<file path="config.mk">
export PLATFORM = sky130hd
export DESIGN_NAME = fpu_normalize_pack_flat
export DESIGN_NICKNAME = d
export VERILOG_FILES = /design/src/rtl/fpu_normalize_pack_if.sv /design/src/rtl/fpu_normalize_pack.sv /design/src/flat_wrapper.sv
export SDC_FILE = /design/constraint.sdc
export NUM_CORES = 1
export LEC_CHECK = 0
export CAP_MARGIN = 15
export CORE_UTILIZATION = 45
export DETAILED_ROUTE_END_ITERATION = 10
export HOLD_SLACK_MARGIN = 0.15
export PLACE_DENSITY = 0.69
export RECOVER_POWER = 100
export SYNTH_ARGS = -nofsm -noshare
export SYNTH_HDL_FRONTEND = slang
export SYNTH_SLANG_ARGS = --single-unit
</file>
<file path="constraint.sdc">
create_clock -name clk -period 4.2 [get_ports clk]
set_input_delay 0.63 -clock clk [delete_from_list [all_inputs] [get_ports clk]]
set_output_delay 0.63 -clock clk [all_outputs]
set_load 0.005 [all_outputs]
</file>
<file path="src/rtl/fpu_normalize_pack_if.sv">
// Operand/result handshake bundle for fpu_normalize_pack.
// Compile with +define+FPU_NORM_FLAGS_EN to add the exception flag signals.
interface fpu_normalize_pack_if #(
    parameter int bitness = 64
);
    localparam int EW = (bitness == 16)  ? 5  :
                        (bitness == 32)  ? 8  :
                        (bitness == 64)  ? 11 :
                        (bitness == 128) ? 15 : 19;
    localparam int MW = bitness - EW;

    // Both channels: a transfer occurs on a rising clk edge where valid && ready
    // are both high; the sender keeps valid and its payload stable until then.
    logic               in_valid;
    logic               in_ready;
    logic               in_sign;
    logic [EW+1:0]      in_exp;
    logic [MW+3:0]      in_mant;
    logic               out_valid;
    logic               out_ready;
    logic [bitness-1:0] result;
`ifdef FPU_NORM_FLAGS_EN
    logic               flag_overflow;
    logic               flag_underflow;
    logic               flag_inexact;

    modport master (
        output in_valid, in_sign, in_exp, in_mant, out_ready,
        input  in_ready, out_valid, result,
               flag_overflow, flag_underflow, flag_inexact
    );
    modport slave (
        input  in_valid, in_sign, in_exp, in_mant, out_ready,
        output in_ready, out_valid, result,
               flag_overflow, flag_underflow, flag_inexact
    );
`else
    modport master (
        output in_valid, in_sign, in_exp, in_mant, out_ready,
        input  in_ready, out_valid, result
    );
    modport slave (
        input  in_valid, in_sign, in_exp, in_mant, out_ready,
        output in_ready, out_valid, result
    );
`endif
endinterface

</file>
<file path="src/rtl/fpu_normalize_pack.sv">
// Iterative normalize, round-to-nearest-even and IEEE-754 pack stage.
// Optional exception flags are generated when FPU_NORM_FLAGS_EN is defined.
module fpu_normalize_pack #(
    parameter int bitness = 64
) (
    input  logic                 clk,
    input  logic                 rst_n,
    fpu_normalize_pack_if.slave  bus,
    output logic [1:0]           state_dbg
);
    localparam int EW = (bitness == 16)  ? 5  :
                        (bitness == 32)  ? 8  :
                        (bitness == 64)  ? 11 :
                        (bitness == 128) ? 15 : 19;
    localparam int MW = bitness - EW;

    localparam logic signed [EW+1:0] EXP_ONE  = (EW+2)'(1);
    localparam logic signed [EW+2:0] EXPW_ONE = (EW+3)'(1);
    localparam logic signed [EW+2:0] EXP_INF  = (EW+3)'((1 << EW) - 1);

    typedef enum logic [1:0] {IDLE, ALIGN, ROUND, DONE} state_t;

    state_t                 state;
    logic                   sign_q;
    logic signed [EW+1:0]   exp_q;
    logic [MW+3:0]          mant_q;
    logic                   in_ready_q;
    logic                   out_valid_q;
    logic [bitness-1:0]     result_q;

    logic [MW-1:0]          sig;
    logic                   round_up;
    logic [MW:0]            sum;
    logic [MW-1:0]          sig_r;
    logic signed [EW+2:0]   exp_w;
    logic signed [EW+2:0]   exp_r;
    logic                   is_inf;
    logic [bitness-1:0]     packed_word;
`ifdef FPU_NORM_FLAGS_EN
    logic                   inexact;
    logic                   flag_ovf_q;
    logic                   flag_unf_q;
    logic                   flag_inx_q;
`endif

    // Rounding is evaluated on the already-aligned registers and consumed in ROUND.
    always_comb begin
        sig      = mant_q[MW+2:3];
        round_up = mant_q[2] & (mant_q[1] | mant_q[0] | sig[0]);
        sum      = {1'b0, sig} + {{MW{1'b0}}, round_up};
        exp_w    = {exp_q[EW+1], exp_q};
        if (sum[MW]) begin
            sig_r = sum[MW:1];
            exp_r = exp_w + EXPW_ONE;
        end else begin
            sig_r = sum[MW-1:0];
            exp_r = exp_w;
        end
        is_inf = (exp_r >= EXP_INF);
        if (is_inf)
            packed_word = {sign_q, {EW{1'b1}}, {(MW-1){1'b0}}};
        else if (!sig_r[MW-1])
            packed_word = {sign_q, {EW{1'b0}}, sig_r[MW-2:0]};
        else
            packed_word = {sign_q, exp_r[EW-1:0], sig_r[MW-2:0]};
`ifdef FPU_NORM_FLAGS_EN
        inexact = mant_q[2] | mant_q[1] | mant_q[0];
`endif
    end

    always_ff @(posedge clk or negedge rst_n) begin
        if (!rst_n) begin
            state       <= IDLE;
            sign_q      <= 1'b0;
            exp_q       <= '0;
            mant_q      <= '0;
            in_ready_q  <= 1'b1;
            out_valid_q <= 1'b0;
            result_q    <= '0;
`ifdef FPU_NORM_FLAGS_EN
            flag_ovf_q  <= 1'b0;
            flag_unf_q  <= 1'b0;
            flag_inx_q  <= 1'b0;
`endif
        end else begin
            case (state)
                IDLE: begin
                    in_ready_q <= 1'b1;
                    if (bus.in_valid && in_ready_q) begin
                        sign_q     <= bus.in_sign;
                        exp_q      <= bus.in_exp;
                        mant_q     <= bus.in_mant;
                        in_ready_q <= 1'b0;
                        state      <= ALIGN;
                    end
                end
                ALIGN: begin
                    if (mant_q == '0) begin
                        result_q    <= {sign_q, {(bitness-1){1'b0}}};
                        out_valid_q <= 1'b1;
                        state       <= DONE;
`ifdef FPU_NORM_FLAGS_EN
                        flag_ovf_q  <= 1'b0;
                        flag_unf_q  <= 1'b0;
                        flag_inx_q  <= 1'b0;
`endif
                    end else if (mant_q[MW+3] || (exp_q < EXP_ONE)) begin
                        // Right shift keeps every discarded bit alive in sticky.
                        mant_q <= {1'b0, mant_q[MW+3:2], mant_q[1] | mant_q[0]};
                        exp_q  <= exp_q + EXP_ONE;
                    end else if (!mant_q[MW+2] && (exp_q > EXP_ONE)) begin
                        mant_q <= mant_q << 1;
                        exp_q  <= exp_q - EXP_ONE;
                    end else begin
                        state <= ROUND;
                    end
                end
                ROUND: begin
                    result_q    <= packed_word;
                    out_valid_q <= 1'b1;
                    state       <= DONE;
`ifdef FPU_NORM_FLAGS_EN
                    flag_ovf_q  <= is_inf;
                    flag_unf_q  <= !is_inf && !sig_r[MW-1] && inexact;
                    flag_inx_q  <= inexact;
`endif
                end
                DONE: begin
                    if (bus.out_ready) begin
                        out_valid_q <= 1'b0;
                        in_ready_q  <= 1'b1;
                        state       <= IDLE;
`ifdef FPU_NORM_FLAGS_EN
                        flag_ovf_q  <= 1'b0;
                        flag_unf_q  <= 1'b0;
                        flag_inx_q  <= 1'b0;
`endif
                    end
                end
                default: state <= IDLE;
            endcase
        end
    end

    assign bus.in_ready  = in_ready_q;
    assign bus.out_valid = out_valid_q;
    assign bus.result    = result_q;
    assign state_dbg     = state;
`ifdef FPU_NORM_FLAGS_EN
    assign bus.flag_overflow  = flag_ovf_q;
    assign bus.flag_underflow = flag_unf_q;
    assign bus.flag_inexact   = flag_inx_q;
`endif
endmodule

</file>
<file path="src/flat_wrapper.sv">
// flat-port wrapper written by rule: the top's interface ports become plain ports
module fpu_normalize_pack_flat 
#(
    parameter int bitness = 64
)
  (clk, rst_n, state_dbg, bus_in_valid, bus_in_sign, bus_in_exp, bus_in_mant, bus_out_ready, bus_in_ready, bus_out_valid, bus_result);
  fpu_normalize_pack_if #(.bitness(bitness)) bus_i ();
  input  logic clk;
  input  logic rst_n;
  output logic [1:0] state_dbg;
  input wire logic [$bits(bus_i.in_valid)-1:0] bus_in_valid;
  input wire logic [$bits(bus_i.in_sign)-1:0] bus_in_sign;
  input wire logic [$bits(bus_i.in_exp)-1:0] bus_in_exp;
  input wire logic [$bits(bus_i.in_mant)-1:0] bus_in_mant;
  input wire logic [$bits(bus_i.out_ready)-1:0] bus_out_ready;
  output wire logic [$bits(bus_i.in_ready)-1:0] bus_in_ready;
  output wire logic [$bits(bus_i.out_valid)-1:0] bus_out_valid;
  output wire logic [$bits(bus_i.result)-1:0] bus_result;
  assign bus_i.in_valid = bus_in_valid;
  assign bus_i.in_sign = bus_in_sign;
  assign bus_i.in_exp = bus_in_exp;
  assign bus_i.in_mant = bus_in_mant;
  assign bus_i.out_ready = bus_out_ready;
  assign bus_in_ready = bus_i.in_ready;
  assign bus_out_valid = bus_i.out_valid;
  assign bus_result = bus_i.result;
  fpu_normalize_pack #(.bitness(bitness)) u_core (.clk(clk), .rst_n(rst_n), .bus(bus_i), .state_dbg(state_dbg));
endmodule
</file>
==> flow_metrics.tcl, run 1 <==
set metrics [dict create \
    worst-path-buf-inv 1 \
    max_slew_margin -1.05 \
    boundaryPins 143 \
    wirelength_um 26300 \
    cts_resized 0 \
    cp_max_fo 37 \
    avgSynthCellArea_um2 7.83 \
    clockBufferDepth 2 \
    cts_tree "done" \
    skew_ns 0.00817 \
    track_usage 0.272 \
    fp.dieArea_um2 20100 \
    cp.required_ns 4.52 \
    crit_family "simple AND/OR/NAND/NOR gates" \
    critical_path_class "reg -> reg" \
    final_cell_mix "nand2_1 (248), o21ai_0 (157), dfrtp_1 (138)" \
    critPathArrivalTime_ns 4.16 \
    vias 8466 \
    post-dp-hpwl_um 18100 \
    synth_edf_count 0 \
    min_from "u_core.bus.result[16]" \
    ys.flop_type "dfrtp_1" \
    min_period_over_period 0.914 \
    start_util 0.464 \
    cp-end-kind "register" \
    hold_viol_final 0 \
    cpMaxStageDelayCell "clkbuf_2" \
    hold_depth 2 \
    gp_congestion 0.900 \
    violations "max-capacitance violations, max-slew violations" \
    syn2layout_area_growth_pct 23.0 \
    rr_endpoint "u_core.mant_q[0]" \
    cpMostUsedCell "nor4_1" \
    htreeDepth 4 \
    clkLatencyLatePin_ns 0.43 \
    vdd_drop_max_mv 0.396 \
    row_count 50 \
    postCtsHoldBufs 0 \
    numCtsBuffers 17 \
    yosysSeqAreaShare 0.395 \
    r2r_start "u_core.mant_q[8]" \
    layout_commonest_cell "nand2_1" \
    leakage_nw 4.48 \
    min_to "u_core.bus.result[16]" \
    worst_slew_pin_slew_ns 3.07 \
    synthCells 1124 \
    max_stage_delay_ns 0.66 \
    synth-seq-cells 139 \
    die_y_um 142 \
    r2r_cells 8 \
    drv_slew 106 \
    dr.max_layer_used "met4" \
    grt_pass1_vias 7928 \
    clock-root-buffer "clkbuf_16" \
    grt_pass1_wl_um 42700 \
    antennaDiodeCount 0 \
    synth_nets 1207 \
    start_kind "register" \
    drt_iter0_drc 956 \
    min_period_ns 3.84 \
    core_um2 19000 \
    fin_tns_setup_ns 0 \
    rsz0062_at_grt "false" \
    syn_area_um2 8800 \
    routedWlPerCell_um 18.0 \
    fmaxAchievable_mhz 260 \
    drive_gt1_frac 0.0592 \
    setup_violations 0 \
    cap_violations 2 \
    wl_met1_um 12000 \
    grt-ovfl-total 0 \
    grt_max_degree 94 \
    async_flop_share 1.00 \
    chipWidth_um 142 \
    drc 0 \
    firstDrtPassIters 6 \
    dr_wl_met3_um 1680 \
    grt_antenna_before_repair 0 \
    clk_pin_slew_ns 0.07 \
    hp-class "reg -> reg" \
    status "finished with violations" \
    io_buffers 142 \
    synth_cell_types 58 \
    synth_warnings 0 \
    final_util 0.571 \
    ant_nets 0 \
    met2_wirelength_um 12000 \
    r2r_setup_slack_ns 0.36 \
    cts_setup_buffers 0 \
    p_per_area_nw_per_um2 792 \
    nNetsFinal 1270 \
    cts.sinks 139 \
    fillers 1736 \
    avgViaCountPerCell 5.80 \
    worstPathCellList "nor4_1 -> nand4_1 -> nor4_1 -> nand2_1 -> o2111ai_1 -> clkbuf_2 -> nor3_1 -> a221oi_1" \
]
## worst min-delay path: cells and delay by family, from the launching register on
family | cells | cell delay (ns)
flip-flops | 1 | 0.34
AO/OA/AOI/OAI | 1 | 0.05
AND/OR/NAND/NOR | 1 | 0.04
## power breakdown
group / switching, mW / leakage [nW] / internal [mW]
Clock: 0.644 / 0.276 / 0.888
Sequential: 1.02 / 1.73 / 1.97
Combinational: 2.31 / 2.47 / 1.75
## logic make-up (layout without fill, tap and decap cells)
family	count (synthesis)	after routing	share of synthesized area
buf+inv	136	212	0.0644
simple gates	497	497	0.269
fa+ha+maj	8	8	0.0114
xor+xnor	59	59	0.0587
mux	8	8	0.00952
compound gates	277	277	0.191
flops	139	139	0.395
## state kept, by name, indices dropped and copies added (netlist names)
register / cells
u_core.bus.result: 64
u_core.mant_q: 57
u_core.exp_q: 13
u_core.state_dbg: 2
u_core.bus.in_ready: 1
u_core.bus.out_valid: 1
u_core.sign_q: 1
## cell usage after synthesis, drive strengths merged (3+ instances only)
cell / number / share of area
and2: 4 / 0.0028
a21oi: 25 / 0.014
inv: 19 / 0.0081
o211ai: 14 / 0.012
xor2: 26 / 0.026
and4: 8 / 0.0080
nor3: 16 / 0.0097
nor2: 44 / 0.019
nand4: 32 / 0.025
a31oi: 12 / 0.0085
mux2: 3 / 0.0038
xnor2: 33 / 0.033
a211o: 11 / 0.011
o22ai: 4 / 0.0028
a32o: 3 / 0.0034
o21ai: 157 / 0.089
clkbuf: 85 / 0.037
or2: 3 / 0.0021
ha: 8 / 0.011
nand2: 248 / 0.11
or3: 6 / 0.0043
a22o: 23 / 0.023
dfrtp: 138 / 0.39
and3: 11 / 0.0084
buf: 32 / 0.020
nor2b: 3 / 0.0021
nand3: 76 / 0.043
mux2i: 5 / 0.0057
or4: 3 / 0.0034
nor4: 32 / 0.026
nand2b: 3 / 0.0021
o22a: 12 / 0.012
nand3b: 3 / 0.0026
## routing by layer
metal	global-route usage	up-vias
met5	0	-
met4	0.0928	0
met3	0.0510	45
met2	0.410	337
met1	0.389	4020
li1	-	4064
## area by class of cell
class / instances / area [µm²] / share of cell area
sequential: 139 / 3480 / 0.321
multi-input combinational: 849 / 4780 / 0.441
clock inverter: 14 / 163 / 0.0150
clock buffer: 18 / 429 / 0.0396
timing repair buffer: 161 / 1580 / 0.146
inverter: 19 / 71.3 / 0.00659
tap: 260 / 325 / 0.0301
## how the worst max path moves through the flow
stage	from	to	slack, ns	cells past startpoint
detailed placement	u_core.mant_q[6]	u_core.bus.result[27]	0.68	8
finish	u_core.mant_q[8]	u_core.mant_q[0]	0.36	8
global route	u_core.exp_q[5]	u_core.mant_q[0]	0.26	9
floorplan	u_core.mant_q[39]	u_core.bus.result[11]	1.19	11
global placement	u_core.mant_q[6]	u_core.bus.result[27]	0.77	8
CTS	u_core.mant_q[6]	u_core.bus.result[27]	0.66	8
## metrics by stage
step	power [mW]	std cells	worst slack, ns	cell area, µm²	hold WS, ns
6_report	8.58	1460	0.360	10800	0.469
5_1_grt	9.29	1460	0.256	10800	0.495
4_1_cts	8.70	1459	0.663	10900	0.217
3_5_place_dp	7.14	1427	0.683	10300	0.471
3_3_place_gp	7.04	1427	0.768	10300	0.463
2_1_floorplan	5.64	1124	1.19	8800	0.334
(Power assumes the default switching activity.)
==> inputs of run 2 (changes only) <==
- CELL_PAD_IN_SITES_DETAIL_PLACEMENT: not set -> 1
- CELL_PAD_IN_SITES_GLOBAL_PLACEMENT: not set -> 2
- CORE_ASPECT_RATIO: not set -> 0.5
- CORE_UTILIZATION: 45 -> 32
- PLACE_DENSITY: 0.69 -> not set
- PLACE_DENSITY_LB_ADDON: not set -> 0.1
==> run 2 against run 1 <==
Compared with the run above: the run still ends with max-capacitance violations, max-slew violations left; hold slack improved by 0.0072 ns; core utilization fell by 16 points; clock skew up 0.0020 ns; sequential share of layout area fell by 0.55 points; maximum frequency up 3.3%; clock power barely moved; sequential power hardly changed; die area rose by 40%; flip-flop and latch count is the same; largest cell class unchanged.
==> flow_metrics.tcl, run 2 (synthesis gave the netlist of run 1 again) <==
set metrics [dict create \
    status "finished with violations" \
    violations "max-capacitance violations, max-slew violations" \
    cp-end-kind "register" \
    drv_slew 135 \
    cts_tree "done" \
    fillers 3195 \
    grt_max_degree 110 \
    avgViaCountPerCell 5.52 \
    drive_gt1_frac 0.0661 \
    core_um2 26700 \
    r2r_start "u_core.mant_q[49]" \
    start_kind "register" \
    worst_slew_pin_slew_ns 2.61 \
    cp_max_fo 11 \
    fin_ws_ns 0.484 \
    largest_reg_flops 64 \
    cts_setup_buffers 0 \
    clk_pin_slew_ns 0.06 \
    post-place-ws_ns 0.611 \
    chipWidth_um 237 \
    grt-ovfl-total 0 \
    start_util 0.329 \
    die_y_um 119 \
    fp.dieArea_um2 28200 \
    routedWlPerCell_um 20.7 \
    min_from "u_core.bus.result[28]" \
    cp.required_ns 4.58 \
    grt_antenna_before_repair 0 \
    critical_path_class "reg -> reg" \
    cts_resized 0 \
    drt_iter0_drc 572 \
    wirelength_um 32400 \
    leakage_nw 4.54 \
    max_slew_margin -0.742 \
    layout_commonest_cell "nand2_1" \
    io_buffers 142 \
    boundaryPins 143 \
    startpoint "u_core.mant_q[49]" \
    vdd_drop_max_mv 0.487 \
    antennaDiodeCount 0 \
    postCtsHoldBufs 0 \
    final_cell_mix "nand2_1 (248), o21ai_0 (157), dfrtp_1 (138)" \
    setup_violations 0 \
    grt_pass1_wl_um 52100 \
    rsz0062_at_grt "false" \
    drc 0 \
    cap_violations 2 \
    ant_nets 0 \
    clockBufferDepth 2 \
    row_count 42 \
    hold_ws_ns 0.476 \
    nNetsFinal 1281 \
    post-dp-hpwl_um 22700 \
    htreeDepth 4 \
    hold_viol_final 0 \
    firstDrtPassIters 4 \
    skew_ns 0.0102 \
    track_usage 0.239 \
    fin_tns_setup_ns 0 \
    fmaxAchievable_mhz 269 \
    hp-class "reg -> reg" \
    grt_pass1_vias 8890 \
    vias 8635 \
    clkLatencyLatePin_ns 0.44 \
    gp_congestion 0.851 \
    critPathArrivalTime_ns 4.09 \
    clock-root-buffer "clkbuf_16" \
    numCtsBuffers 17 \
    p_per_area_nw_per_um2 802 \
    cts.sinks 139 \
    syn2layout_area_growth_pct 25.1 \
    min_period_ns 3.72 \
    min_period_over_period 0.885 \
]
## run 2: cell count changes in the layout (fill, tap and decap cells not counted), sizes merged
cell	previous run	this run
clkinv	2	3
clkinvlp	4	0
buf	17	27
dlygate4sd2	1	0
inv	25	19
clkbuf	20	31
## run 2: final cells by class
class / count / area, µm² / area share
timing repair buffer: 172 / 1650 / 0.149
clock buffer: 27 / 513 / 0.0466
multi-input combinational: 849 / 4780 / 0.434
sequential: 139 / 3480 / 0.316
tap: 352 / 440 / 0.0400
inverter: 19 / 71.3 / 0.00648
clock inverter: 5 / 82.6 / 0.00750
## run 2: per-stage QoR
step           cell area, µm²  power (mW)  utilization  cells
3_3_place_gp            10500        7.29        0.391   1531
5_1_grt                 11000        9.59        0.412   1563
4_1_cts                 11100        9.06        0.414   1563
2_1_floorplan            8800        5.64            -   1124
3_5_place_dp            10500        7.44        0.391   1531
6_report                11000        8.83        0.412   1563
## run 2: path summary, 6_finish.rpt
kind	slack, ns	endpoint	depth (start not counted)
max	0.48	u_core.bus.result[60]	9
min	0.48	u_core.bus.result[28]	2
max reg2reg	0.48	u_core.bus.result[60]	9
min reg2reg	0.48	u_core.bus.result[28]	2
max in group asynchronous	0.76	u_core.mant_q[40]	2
min in group asynchronous	0.92	u_core.bus.result[22]	1
## run 2: per-layer routing
metal	track usage	part of all wire	vias up
li1	-	-	4092
met1	0.330	0.49	4365
met2	0.380	0.46	146
met3	0.0424	0.035	32
met4	0.0779	0.017	0
met5	0	0	-
## run 2: power breakdown
group / leakage (nW) / total, mW / switching (mW) / internal [mW]
combinational: 2.52 / 4.29 / 2.53 / 1.76
clock: 0.292 / 1.56 / 0.608 / 0.955
sequential: 1.73 / 2.98 / 1.00 / 1.97
total: 4.54 / 8.83 / 4.14 / 4.69
## run 2: critical path, cell delays in order (launching register included)
cell	delay [ns]
dfrtp_1	0.63
nand4_1	0.26
nor4_1	0.55
nand4_1	0.37
nor4_1	0.38
o22ai_1	0.14
or4_1	0.60
a21boi_0	0.33
buf_4	0.25
a211o_1	0.12
==> inputs of run 3 (changes only) <==
- CORE_UTILIZATION: 32 -> 25
==> run 3 against run 2 <==
Compared with the run above: the run still ends with max-capacitance violations, max-slew violations left; via count rose by 0.90%; register-to-register slack got worse by 0.18 ns; sequential power fell by 1%; routed wire length rose by 7.5%; design area rose by 2.6%; maximum frequency fell by 4.5%; first-iteration DRC count fell by 13%; die area rose by 28%; clock power rose by 6%; critical path type unchanged.
==> flow_metrics.tcl, run 3 (synthesis gave the netlist of run 1 again) <==
set metrics [dict create \
    htreeDepth 4 \
    fp.dieArea_um2 36000 \
    antennaDiodeCount 0 \
    row_count 48 \
    p_per_area_nw_per_um2 806 \
    leakage_nw 4.61 \
    core_um2 34600 \
    hold_ws_ns 0.477 \
    start_util 0.254 \
    firstDrtPassIters 5 \
    postCtsHoldBufs 0 \
    vias 8713 \
    final_util 0.327 \
    syn2layout_area_growth_pct 28.3 \
    cpMaxStageDelayCell "nor4_4" \
    worst_slew_pin_slew_ns 2.63 \
    cts.sinks 139 \
    setup_violations 0 \
    layout_commonest_cell "nand2_1" \
    fin_ws_ns 0.307 \
    clockBufferDepth 2 \
    die_y_um 135 \
    violations "max-capacitance violations, max-slew violations" \
    drc 0 \
    vdd_drop_max_mv 0.340 \
    boundaryPins 143 \
    grt_pass1_wl_um 54500 \
    track_usage 0.199 \
    drive_gt1_frac 0.0753 \
    grt-ovfl-total 0 \
    gp_congestion 0.845 \
    cp.required_ns 4.53 \
    critical_path_class "reg -> reg" \
    place_inst 1665 \
    cp_max_fo 26 \
    sw_frac_of_total 0.469 \
    drv_slew 123 \
    fin_cells 1696 \
    max_stage_delay_ns 0.65 \
    skew_ns 0.0112 \
    wirelength_um 34900 \
    worst-path-buf-inv 0 \
    min_period_over_period 0.927 \
    post-place-ws_ns 0.518 \
    io_buffers 142 \
    fin_tns_setup_ns 0 \
    power_frac_seq 0.322 \
    grt_pass1_vias 9105 \
    crit_family "simple AND/OR/NAND/NOR gates" \
    drt_iter0_drc 499 \
    cap_violations 2 \
    ant_nets 0 \
    largest_reg_flops 64 \
    comb_power_share 0.496 \
    fmaxAchievable_mhz 257 \
    avgViaCountPerCell 5.14 \
    max_slew_margin -0.755 \
    cpMostUsedCell "or4_4" \
    clkLatencyLatePin_ns 0.45 \
    routedWlPerCell_um 20.6 \
    p_int_mw 4.84 \
    final_area_um2 11300 \
    hp-class "reg -> reg" \
    rsz0062_at_grt "false" \
    clk_pin_slew_ns 0.06 \
    chipWidth_um 267 \
    nNetsFinal 1292 \
    placed_area_um2 10700 \
    numCtsBuffers 17 \
    start_kind "register" \
    finalPower_mw 9.11 \
    min_period_ns 3.89 \
    status "finished with violations" \
    cp-end-kind "register" \
    post-dp-hpwl_um 24800 \
    cts_tree "done" \
    cts_setup_buffers 0 \
    clock-root-buffer "clkbuf_16" \
    final_cell_mix "nand2_1 (248), o21ai_0 (157), dfrtp_1 (138)" \
    grt_antenna_before_repair 0 \
    hold_viol_final 0 \
    critPathArrivalTime_ns 4.22 \
    worstPathCellList "nand4_2 -> or4_4 -> nor4_4 -> and2b_4 -> a31oi_1 -> or4_4 -> and3_2 -> a32o_1" \
    power.share.clock 0.182 \
    cts_resized 0 \
    grt_max_degree 92 \
    switchingPower_mw 4.27 \
]
==> run 3: cell types whose count changed in the layout (fill, tap and decap cells not counted), moves of 2 or more <==
cell,change
buf_4,+6
clkinvlp_4,+2
bufinv_16,+2
buf_12,+3
clkbuf_8,-4
clkinv_2,+3
==> run 3: final timing paths <==
path	endpoint	slack, ns	startpoint	cells after the start
worst min-delay path	u_core.bus.result[28]	0.48	u_core.bus.result[28]	2
worst max register to register	u_core.bus.result[29]	0.31	u_core.mant_q[40]	8
worst max-delay path	u_core.bus.result[29]	0.31	u_core.mant_q[40]	8
min in group asynchronous	u_core.bus.result[24]	0.99	rst_n	1
max in group asynchronous	u_core.bus.result[52]	1.65	rst_n	1
worst min register to register	u_core.bus.result[28]	0.48	u_core.bus.result[28]	2
==> run 3: routing by layer <==
| layer | global-route usage | vias to the layer above | wire length [µm] |
|---|---|---|---|
| li1 | - | 4115 | - |
| met1 | 0.282 | 4448 | 17600 |
| met2 | 0.319 | 128 | 16000 |
| met3 | 0.0341 | 22 | 971 |
| met4 | 0.0405 | 0 | 324 |
| met5 | 0 | - | 0 |
==> run 3: power groups by stage <==
stage          clock network, mW  logic, mW  registers [mW]
6_report                    1.66       4.52            2.94
5_1_grt                     1.75       5.12            3.05
4_1_cts                     1.69       4.74            2.94
3_5_place_dp                   0       4.72            2.97
3_3_place_gp                   0       4.63            2.94
2_1_floorplan                  0       3.32            2.32
==> run 3: cell type report <==
cell class,instances,area (µm²)
fill,4115,23300
clock buffer,19,443
inverter,19,71.3
clock inverter,12,173
sequential,139,3480
tap,475,594
timing repair buffer,183,1750
multi-input combinational,849,4780
==> run 3: worst reg2reg max path: stages, from the launching register on <==
cell	delay, ns
dfrtp_1	0.53
nand4_2	0.22
or4_4	0.58
nor4_4	0.65
and2b_4	0.34
a31oi_1	0.13
or4_4	0.56
and3_2	0.46
a32o_1	0.32
